===== src/rtl/cos_make_dds_if.sv =====
// Output bundle of the dual-tone DDS: 100 kHz tone and 1 MHz carrier samples.
interface cos_make_dds_if;
   logic signed [8:0] cos_100k;
   logic signed [7:0] cos_1M;

   modport master (output cos_100k, output cos_1M);
   modport slave  (input  cos_100k, input  cos_1M);
endinterface


===== src/rtl/cos_make_dds.sv =====
// Free-running dual DDS: two 32-bit phase accumulators driving quarter-wave
// cosine ROMs (amplitudes 255 and 127) with registered two's-complement outputs.
module cos_make_dds #(
   parameter logic [31:0] FTW_100K = 32'd4294967,
   parameter logic [31:0] FTW_1M   = 32'd42949673
) (
   input  logic           clk,
   input  logic           rst_n,
   cos_make_dds_if.master dds_o
);

   logic [31:0]       ph_100k_q, ph_100k_d;
   logic [31:0]       ph_1M_q,   ph_1M_d;
   logic signed [8:0] cos_100k_q, cos_100k_d;
   logic signed [7:0] cos_1M_q,   cos_1M_d;
   logic [7:0]        mag_100k;
   logic [6:0]        mag_1M;

   // Quadrants 1 and 3 read the ROM mirrored about index 64.
   function automatic logic [6:0] fold_addr(input logic [7:0] p);
      return p[6] ? (7'd64 - {1'b0, p[5:0]}) : {1'b0, p[5:0]};
   endfunction

   function automatic logic fold_neg(input logic [7:0] p);
      return p[7] ^ p[6];
   endfunction

   function automatic logic [7:0] rom_255(input logic [6:0] a);
      case (a)
         7'd0:  rom_255 = 8'd255;
         7'd1:  rom_255 = 8'd255;
         7'd2:  rom_255 = 8'd255;
         7'd3:  rom_255 = 8'd254;
         7'd4:  rom_255 = 8'd254;
         7'd5:  rom_255 = 8'd253;
         7'd6:  rom_255 = 8'd252;
         7'd7:  rom_255 = 8'd251;
         7'd8:  rom_255 = 8'd250;
         7'd9:  rom_255 = 8'd249;
         7'd10: rom_255 = 8'd247;
         7'd11: rom_255 = 8'd246;
         7'd12: rom_255 = 8'd244;
         7'd13: rom_255 = 8'd242;
         7'd14: rom_255 = 8'd240;
         7'd15: rom_255 = 8'd238;
         7'd16: rom_255 = 8'd236;
         7'd17: rom_255 = 8'd233;
         7'd18: rom_255 = 8'd231;
         7'd19: rom_255 = 8'd228;
         7'd20: rom_255 = 8'd225;
         7'd21: rom_255 = 8'd222;
         7'd22: rom_255 = 8'd219;
         7'd23: rom_255 = 8'd215;
         7'd24: rom_255 = 8'd212;
         7'd25: rom_255 = 8'd208;
         7'd26: rom_255 = 8'd205;
         7'd27: rom_255 = 8'd201;
         7'd28: rom_255 = 8'd197;
         7'd29: rom_255 = 8'd193;
         7'd30: rom_255 = 8'd189;
         7'd31: rom_255 = 8'd185;
         7'd32: rom_255 = 8'd180;
         7'd33: rom_255 = 8'd176;
         7'd34: rom_255 = 8'd171;
         7'd35: rom_255 = 8'd167;
         7'd36: rom_255 = 8'd162;
         7'd37: rom_255 = 8'd157;
         7'd38: rom_255 = 8'd152;
         7'd39: rom_255 = 8'd147;
         7'd40: rom_255 = 8'd142;
         7'd41: rom_255 = 8'd136;
         7'd42: rom_255 = 8'd131;
         7'd43: rom_255 = 8'd126;
         7'd44: rom_255 = 8'd120;
         7'd45: rom_255 = 8'd115;
         7'd46: rom_255 = 8'd109;
         7'd47: rom_255 = 8'd103;
         7'd48: rom_255 = 8'd98;
         7'd49: rom_255 = 8'd92;
         7'd50: rom_255 = 8'd86;
         7'd51: rom_255 = 8'd80;
         7'd52: rom_255 = 8'd74;
         7'd53: rom_255 = 8'd68;
         7'd54: rom_255 = 8'd62;
         7'd55: rom_255 = 8'd56;
         7'd56: rom_255 = 8'd50;
         7'd57: rom_255 = 8'd44;
         7'd58: rom_255 = 8'd37;
         7'd59: rom_255 = 8'd31;
         7'd60: rom_255 = 8'd25;
         7'd61: rom_255 = 8'd19;
         7'd62: rom_255 = 8'd13;
         7'd63: rom_255 = 8'd6;
         default: rom_255 = 8'd0;
      endcase
   endfunction

   function automatic logic [6:0] rom_127(input logic [6:0] a);
      case (a)
         7'd0:  rom_127 = 7'd127;
         7'd1:  rom_127 = 7'd127;
         7'd2:  rom_127 = 7'd127;
         7'd3:  rom_127 = 7'd127;
         7'd4:  rom_127 = 7'd126;
         7'd5:  rom_127 = 7'd126;
         7'd6:  rom_127 = 7'd126;
         7'd7:  rom_127 = 7'd125;
         7'd8:  rom_127 = 7'd125;
         7'd9:  rom_127 = 7'd124;
         7'd10: rom_127 = 7'd123;
         7'd11: rom_127 = 7'd122;
         7'd12: rom_127 = 7'd122;
         7'd13: rom_127 = 7'd121;
         7'd14: rom_127 = 7'd120;
         7'd15: rom_127 = 7'd118;
         7'd16: rom_127 = 7'd117;
         7'd17: rom_127 = 7'd116;
         7'd18: rom_127 = 7'd115;
         7'd19: rom_127 = 7'd113;
         7'd20: rom_127 = 7'd112;
         7'd21: rom_127 = 7'd111;
         7'd22: rom_127 = 7'd109;
         7'd23: rom_127 = 7'd107;
         7'd24: rom_127 = 7'd106;
         7'd25: rom_127 = 7'd104;
         7'd26: rom_127 = 7'd102;
         7'd27: rom_127 = 7'd100;
         7'd28: rom_127 = 7'd98;
         7'd29: rom_127 = 7'd96;
         7'd30: rom_127 = 7'd94;
         7'd31: rom_127 = 7'd92;
         7'd32: rom_127 = 7'd90;
         7'd33: rom_127 = 7'd88;
         7'd34: rom_127 = 7'd85;
         7'd35: rom_127 = 7'd83;
         7'd36: rom_127 = 7'd81;
         7'd37: rom_127 = 7'd78;
         7'd38: rom_127 = 7'd76;
         7'd39: rom_127 = 7'd73;
         7'd40: rom_127 = 7'd71;
         7'd41: rom_127 = 7'd68;
         7'd42: rom_127 = 7'd65;
         7'd43: rom_127 = 7'd63;
         7'd44: rom_127 = 7'd60;
         7'd45: rom_127 = 7'd57;
         7'd46: rom_127 = 7'd54;
         7'd47: rom_127 = 7'd51;
         7'd48: rom_127 = 7'd49;
         7'd49: rom_127 = 7'd46;
         7'd50: rom_127 = 7'd43;
         7'd51: rom_127 = 7'd40;
         7'd52: rom_127 = 7'd37;
         7'd53: rom_127 = 7'd34;
         7'd54: rom_127 = 7'd31;
         7'd55: rom_127 = 7'd28;
         7'd56: rom_127 = 7'd25;
         7'd57: rom_127 = 7'd22;
         7'd58: rom_127 = 7'd19;
         7'd59: rom_127 = 7'd16;
         7'd60: rom_127 = 7'd12;
         7'd61: rom_127 = 7'd9;
         7'd62: rom_127 = 7'd6;
         7'd63: rom_127 = 7'd3;
         default: rom_127 = 7'd0;
      endcase
   endfunction

   // Outputs come from the phase held before the edge, so they lag the accumulator by one cycle.
   always_comb begin
      ph_100k_d  = ph_100k_q + FTW_100K;
      ph_1M_d    = ph_1M_q + FTW_1M;
      mag_100k   = rom_255(fold_addr(ph_100k_q[31:24]));
      mag_1M     = rom_127(fold_addr(ph_1M_q[31:24]));
      cos_100k_d = {1'b0, mag_100k};
      cos_1M_d   = {1'b0, mag_1M};
      if (fold_neg(ph_100k_q[31:24])) begin
         cos_100k_d = -cos_100k_d;
      end
      if (fold_neg(ph_1M_q[31:24])) begin
         cos_1M_d = -cos_1M_d;
      end
   end

   always_ff @(posedge clk) begin
      if (!rst_n) begin
         ph_100k_q  <= '0;
         ph_1M_q    <= '0;
         cos_100k_q <= '0;
         cos_1M_q   <= '0;
      end else begin
         ph_100k_q  <= ph_100k_d;
         ph_1M_q    <= ph_1M_d;
         cos_100k_q <= cos_100k_d;
         cos_1M_q   <= cos_1M_d;
      end
   end

   assign dds_o.cos_100k = cos_100k_q;
   assign dds_o.cos_1M   = cos_1M_q;

endmodule


===== src/flat_wrapper.sv =====
// flat-port wrapper written by rule: the top's interface ports become plain ports
module cos_make_dds_flat 
#(
   parameter logic [31:0] FTW_100K = 32'd4294967,
   parameter logic [31:0] FTW_1M   = 32'd42949673
)
  (clk, rst_n, dds_o_cos_100k, dds_o_cos_1M);
  cos_make_dds_if dds_o_i ();
  input  logic clk;
  input  logic rst_n;
  output wire logic [$bits(dds_o_i.cos_100k)-1:0] dds_o_cos_100k;
  output wire logic [$bits(dds_o_i.cos_1M)-1:0] dds_o_cos_1M;
  assign dds_o_cos_100k = dds_o_i.cos_100k;
  assign dds_o_cos_1M = dds_o_i.cos_1M;
  cos_make_dds #(.FTW_100K(FTW_100K), .FTW_1M(FTW_1M)) u_core (.clk(clk), .rst_n(rst_n), .dds_o(dds_o_i));
endmodule

===== config.mk =====
export PLATFORM = sky130hd
export DESIGN_NAME = cos_make_dds_flat
export DESIGN_NICKNAME = d
export VERILOG_FILES = /design/src/rtl/cos_make_dds_if.sv /design/src/rtl/cos_make_dds.sv /design/src/flat_wrapper.sv
export SDC_FILE = /design/constraint.sdc
export NUM_CORES = 1
export LEC_CHECK = 0
export BUFFER_PORTS_ARGS = -buffer_cell sky130_fd_sc_hd__buf_2
export CORE_AREA = 2 2 173 124
export DETAILED_ROUTE_END_ITERATION = 10
export DIE_AREA = 0 0 175 126
export PLACE_DENSITY = 0.49
export SLEW_MARGIN = 5
export SYNTH_ARGS = -nofsm -noshare
export SYNTH_HDL_FRONTEND = slang
export SYNTH_SLANG_ARGS = --single-unit
export TNS_END_PERCENT = 10

===== constraint.sdc =====
create_clock -name clk -period 5.5 [get_ports clk]
set_clock_uncertainty 0.1 [all_clocks]
set_input_delay 0.825 -clock clk [delete_from_list [all_inputs] [get_ports clk]]
set_output_delay 0.825 -clock clk [all_outputs]
set_load 0.05 [all_outputs]

==> implementation parameters <==
Parameter                              Value

Run status
  Outcome    completed

Clock network
  Insertion delay of the later-clocked pin in the worst-skew pair    330 ps
  Clock Root Buffer    sky130_fd_sc_hd__clkbuf_16
  Number of sinks handled by clock tree synthesis    81
  Maximum level of the CTS H-tree    3
  Post-CTS sizing    0
  TritonCTS buffer count    9
  Maximum number of buffers from clock root to sink    2
  Clock tree from TritonCTS    done
  # hold bufs at CTS    0
  Clock Pin Slew Worst Setup and Hold Paths    60 ps
  Post-CTS repair timing setup buffer count    0

Floorplanning
  Height of the die    126 um
  Initial cell density of the core    31.35%
  Std-Cell Rows    44
  Area enclosed by the die boundary    22,050 sq um
  Chip width    175 um
  Total I/O pin count    19
  Standard cell core area    20,420 sq um

Placement
  Port Buffers    18
  Half-perimeter wire length after detailed placement    11,740 um
  RD Place Congestion    0.8497
  Placed standard-cell area    6686 sq um

Drt
  Met3 Routed Length    1121 um
  Highest signal layer in the routed design    met4
  Drt pass-1 iters    5
  Via density    5.519
  Number of nets with antenna violations after routing    0
  Final routed wire length divided by cell count    15.54 um
  Total via count in the routed design    5,961
  Routed wire length on met2    6275 um
  Total routed wirelength    16,780 um
  Remaining routing DRC violations    0
  Iter 0 DRT Violations    593
  Metal-1 WL    9255 um

Finish
  Post-route standard cell area excluding fillers    7013 sq um
  Count of inserted antenna diode cells    0
  Post-route core utilization    34.34%
  Area growth from synthesis to layout    9.515%
  Layout net count    829
  Register cell area after layout    1622 sq um
  Area of the multi-input gates    4393 sq um
  Fraction of layout instances using a drive strength above 1    11.19%
  FILL cells    2,144

Global routing
  Wire length of the first global-routing pass    28,660 um
  Final global-route overflow total    0
  Via count of the first global-routing pass    5,411
  Initial antenna violation count    0
  All-layer global routing usage    15.64%
  Pin count of the biggest net entering global routing    55

Logic synthesis
  Unique masters post-synth    90
  Post-synth top flop    sky130_fd_sc_hd__dfxtp_1
  Most common cell in the netlist    sky130_fd_sc_hd__nor2_1
  Count of flip-flops with a built-in enable after synthesis    0
  Sequential-to-total area share from yosys stat    25.32%
  Cell area after synthesis    6404 sq um
  Most common library cells after synthesis    sky130_fd_sc_hd__nor2_1 (85), sky130_fd_sc_hd__dfxtp_1 (81), sky130_fd_sc_hd__a21oi_1 (55)
  Flops & latches, synth    81
  Proportion of netlist area held by the largest area contributor    25.32%
  Count of yosys warnings during synthesis    0
  Number of cells produced by synthesis    809
  Total nets after synthesis    839
  Biggest area contributors in the synthesized netlist    sky130_fd_sc_hd__dfxtp_1 (25%), sky130_fd_sc_hd__ha_1 (5.5%), sky130_fd_sc_hd__nor2_1 (5.0%)
  Synth area leader    sky130_fd_sc_hd__dfxtp_1
  Share of flip-flops with an asynchronous set or reset    0%
  Syn Area/Cell    7.916 sq um

Timing
  Transition time at the pin with the least slew margin    902.5 ps
  Number of hold-slack violations in the final timing report    0
  Period Utilization, post-route    79.53%
  Max Slew Vio Count    0
  Post-route minimum period    4374 ps
  Post-route setup TNS    0 ps
  Achievable frequency    228.6 MHz
  Setup violators final    0
  Worst-case headroom to the max-slew limit    39.54%
  Setup repair after global routing missed its margin    false

Power and ir drop
  Portion of total power attributed to sequential cells    40.1%
  Pint    1.228 mW
  Maximum VDD drop    0.0001569 V
  Switching fraction of total power    32.50%
  Combinational power share    24.1%
  Static Leak    2.561 nW
  Total power per unit cell area    259.4 nW/um^2
  Portion of total power attributed to the clock network    35.8%
  Switching power summed over all nets    0.5913 mW

Job
  Max Cap Violations    0

Worst setup path
  Launching instance or port of the critical path    u_core.ph_100k_q[25]$_SDFF_PN0_
  End of the worst register-to-register path    u_core.dds_o.cos_100k[6]$_SDFF_PN0_
  FF-to-FF path depth    14
  Worst-path maximum fanout    17
  Setup CP Type    register to register
  Element type at the critical path start    register
  Timing endpoint of the critical path    u_core.dds_o.cos_100k[6]$_SDFF_PN0_
  Register-to-Register Setup Slack    1130 ps
  Launch instance of the worst register-to-register path    u_core.ph_100k_q[25]$_SDFF_PN0_
  Critical Path Sink Type    register
  Critical path arrival    4460 ps
  Required time at the endpoint of the critical path    5580 ps

Worst hold path
  Hold crit path type    register to register
-- worst min-delay path by stage --
stage / start / to / slack [ps] / depth (start not counted)
finish: u_core.ph_100k_q[0]$_SDFF_PN0_ / u_core.ph_100k_q[0]$_SDFF_PN0_ / 360 / 1
global placement: u_core.ph_100k_q[0]$_SDFF_PN0_ / u_core.ph_100k_q[0]$_SDFF_PN0_ / 340 / 1
floorplan: u_core.ph_100k_q[0]$_SDFF_PN0_ / u_core.ph_100k_q[0]$_SDFF_PN0_ / 330 / 1
global route: u_core.ph_100k_q[0]$_SDFF_PN0_ / u_core.ph_100k_q[0]$_SDFF_PN0_ / 390 / 1
CTS: u_core.ph_100k_q[0]$_SDFF_PN0_ / u_core.ph_100k_q[0]$_SDFF_PN0_ / 360 / 1
detailed placement: u_core.ph_100k_q[0]$_SDFF_PN0_ / u_core.ph_100k_q[0]$_SDFF_PN0_ / 350 / 1
-- final cells by class --
type	count	share of cell area (%)
Inverter	25	1.338
Clock buffer	9	3.211
Sequential cell	81	23.12
Tap cell	276	4.924
Timing Repair Buffer	37	3.318
Multi-Input combinational cell	645	62.64
Clock inverter	7	1.445
-- placed cells by master, fill, tap and decap left out, types with 6 or more instances in the layout --
master / Yosys / routed
sky130_fd_sc_hd__or3_1: 13 / 13
sky130_fd_sc_hd__and3_1: 11 / 11
sky130_fd_sc_hd__clkbuf_16: 0 / 9
sky130_fd_sc_hd__a211oi_1: 11 / 11
sky130_fd_sc_hd__buf_4: 3 / 19
sky130_fd_sc_hd__ha_1: 28 / 28
sky130_fd_sc_hd__nand2_1: 47 / 47
sky130_fd_sc_hd__a31oi_1: 16 / 16
sky130_fd_sc_hd__nor2b_1: 10 / 10
sky130_fd_sc_hd__o21bai_1: 6 / 6
sky130_fd_sc_hd__xor2_1: 23 / 23
sky130_fd_sc_hd__o32ai_1: 8 / 8
sky130_fd_sc_hd__o21ai_0: 39 / 39
sky130_fd_sc_hd__inv_1: 20 / 19
sky130_fd_sc_hd__buf_2: 20 / 18
sky130_fd_sc_hd__o21a_1: 6 / 6
sky130_fd_sc_hd__mux2i_1: 6 / 6
sky130_fd_sc_hd__nor3_1: 26 / 26
sky130_fd_sc_hd__a21o_1: 6 / 6
sky130_fd_sc_hd__nor4_1: 11 / 11
sky130_fd_sc_hd__nand3_1: 20 / 20
sky130_fd_sc_hd__dfxtp_1: 81 / 81
sky130_fd_sc_hd__a21oi_1: 55 / 55
sky130_fd_sc_hd__nand2b_1: 24 / 24
sky130_fd_sc_hd__nor2_1: 85 / 85
sky130_fd_sc_hd__a2111oi_0: 6 / 6
sky130_fd_sc_hd__xnor2_1: 32 / 32
sky130_fd_sc_hd__o211ai_1: 13 / 13
sky130_fd_sc_hd__o31ai_1: 8 / 8
sky130_fd_sc_hd__nand4_1: 12 / 12
-- metrics by stage --
stage	power, mW	hold WS (ps)	cells	setup WS, ps
2_1_floorplan	1.075	325.7	809	1628
3_5_place_dp	1.176	349.2	1064	1212
6_report	1.819	362.8	1080	1126
5_1_grt	1.939	394.6	1080	758.9
3_3_place_gp	1.183	341.6	1064	1295
4_1_cts	1.835	363.9	1080	1186
-- cells by family after synthesis --
family | count (synthesis) | share of synthesized area [%]
adder cells (fa/ha/maj) | 29 | 5.627
XOR/XNOR | 59 | 8.714
multiplexers | 10 | 1.641
AO/OA/AOI/OAI | 247 | 28.00
flip-flops | 81 | 25.32
buffers and inverters | 83 | 6.077
AND/OR/NAND/NOR | 300 | 24.62
-- worst max-delay path, stage by stage (launching register included) --
cell and delay, ps:
sky130_fd_sc_hd__dfxtp_1 760, sky130_fd_sc_hd__inv_1 200, sky130_fd_sc_hd__ha_1 390, sky130_fd_sc_hd__and2_1 190
sky130_fd_sc_hd__a21o_1 280, sky130_fd_sc_hd__ha_1 550, sky130_fd_sc_hd__o21ai_0 130, sky130_fd_sc_hd__a31o_2 250
sky130_fd_sc_hd__a32oi_1 200, sky130_fd_sc_hd__a2111oi_0 110, sky130_fd_sc_hd__a211oi_2 380, sky130_fd_sc_hd__ha_1 290
sky130_fd_sc_hd__nand2_1 70, sky130_fd_sc_hd__a22oi_1 170, sky130_fd_sc_hd__o311ai_0 150
-- registers in the layout (all words and copies together), names as in the netlist --
| register | count |
|---|---|
| u_core.dds_o.cos_100k | 9 |
| u_core.ph_100k_q | 32 |
| u_core.dds_o.cos_1M | 8 |
| u_core.ph_1M_q | 32 |
-- power groups by stage --
stage / Combinational (mW) / Clock, mW / Sequential (mW)
after global placement: 0.441 / 0 / 0.742
final: 0.439 / 0.651 / 0.730
after global routing: 0.502 / 0.694 / 0.744
after detailed placement: 0.436 / 0 / 0.741
after CTS: 0.437 / 0.669 / 0.729
after floorplan: 0.329 / 0 / 0.746
-- per-layer routing --
| metal | GRT usage [%] | vias up |
|---|---|---|
| li1 | - | 2963 |
| met4 | 3.088 | 0 |
| met5 | 0 | - |
| met1 | 25.68 | 2780 |
| met2 | 20.23 | 203 |
| met3 | 3.200 | 15 |
Note: power is estimated with default switching activity, not from simulation.
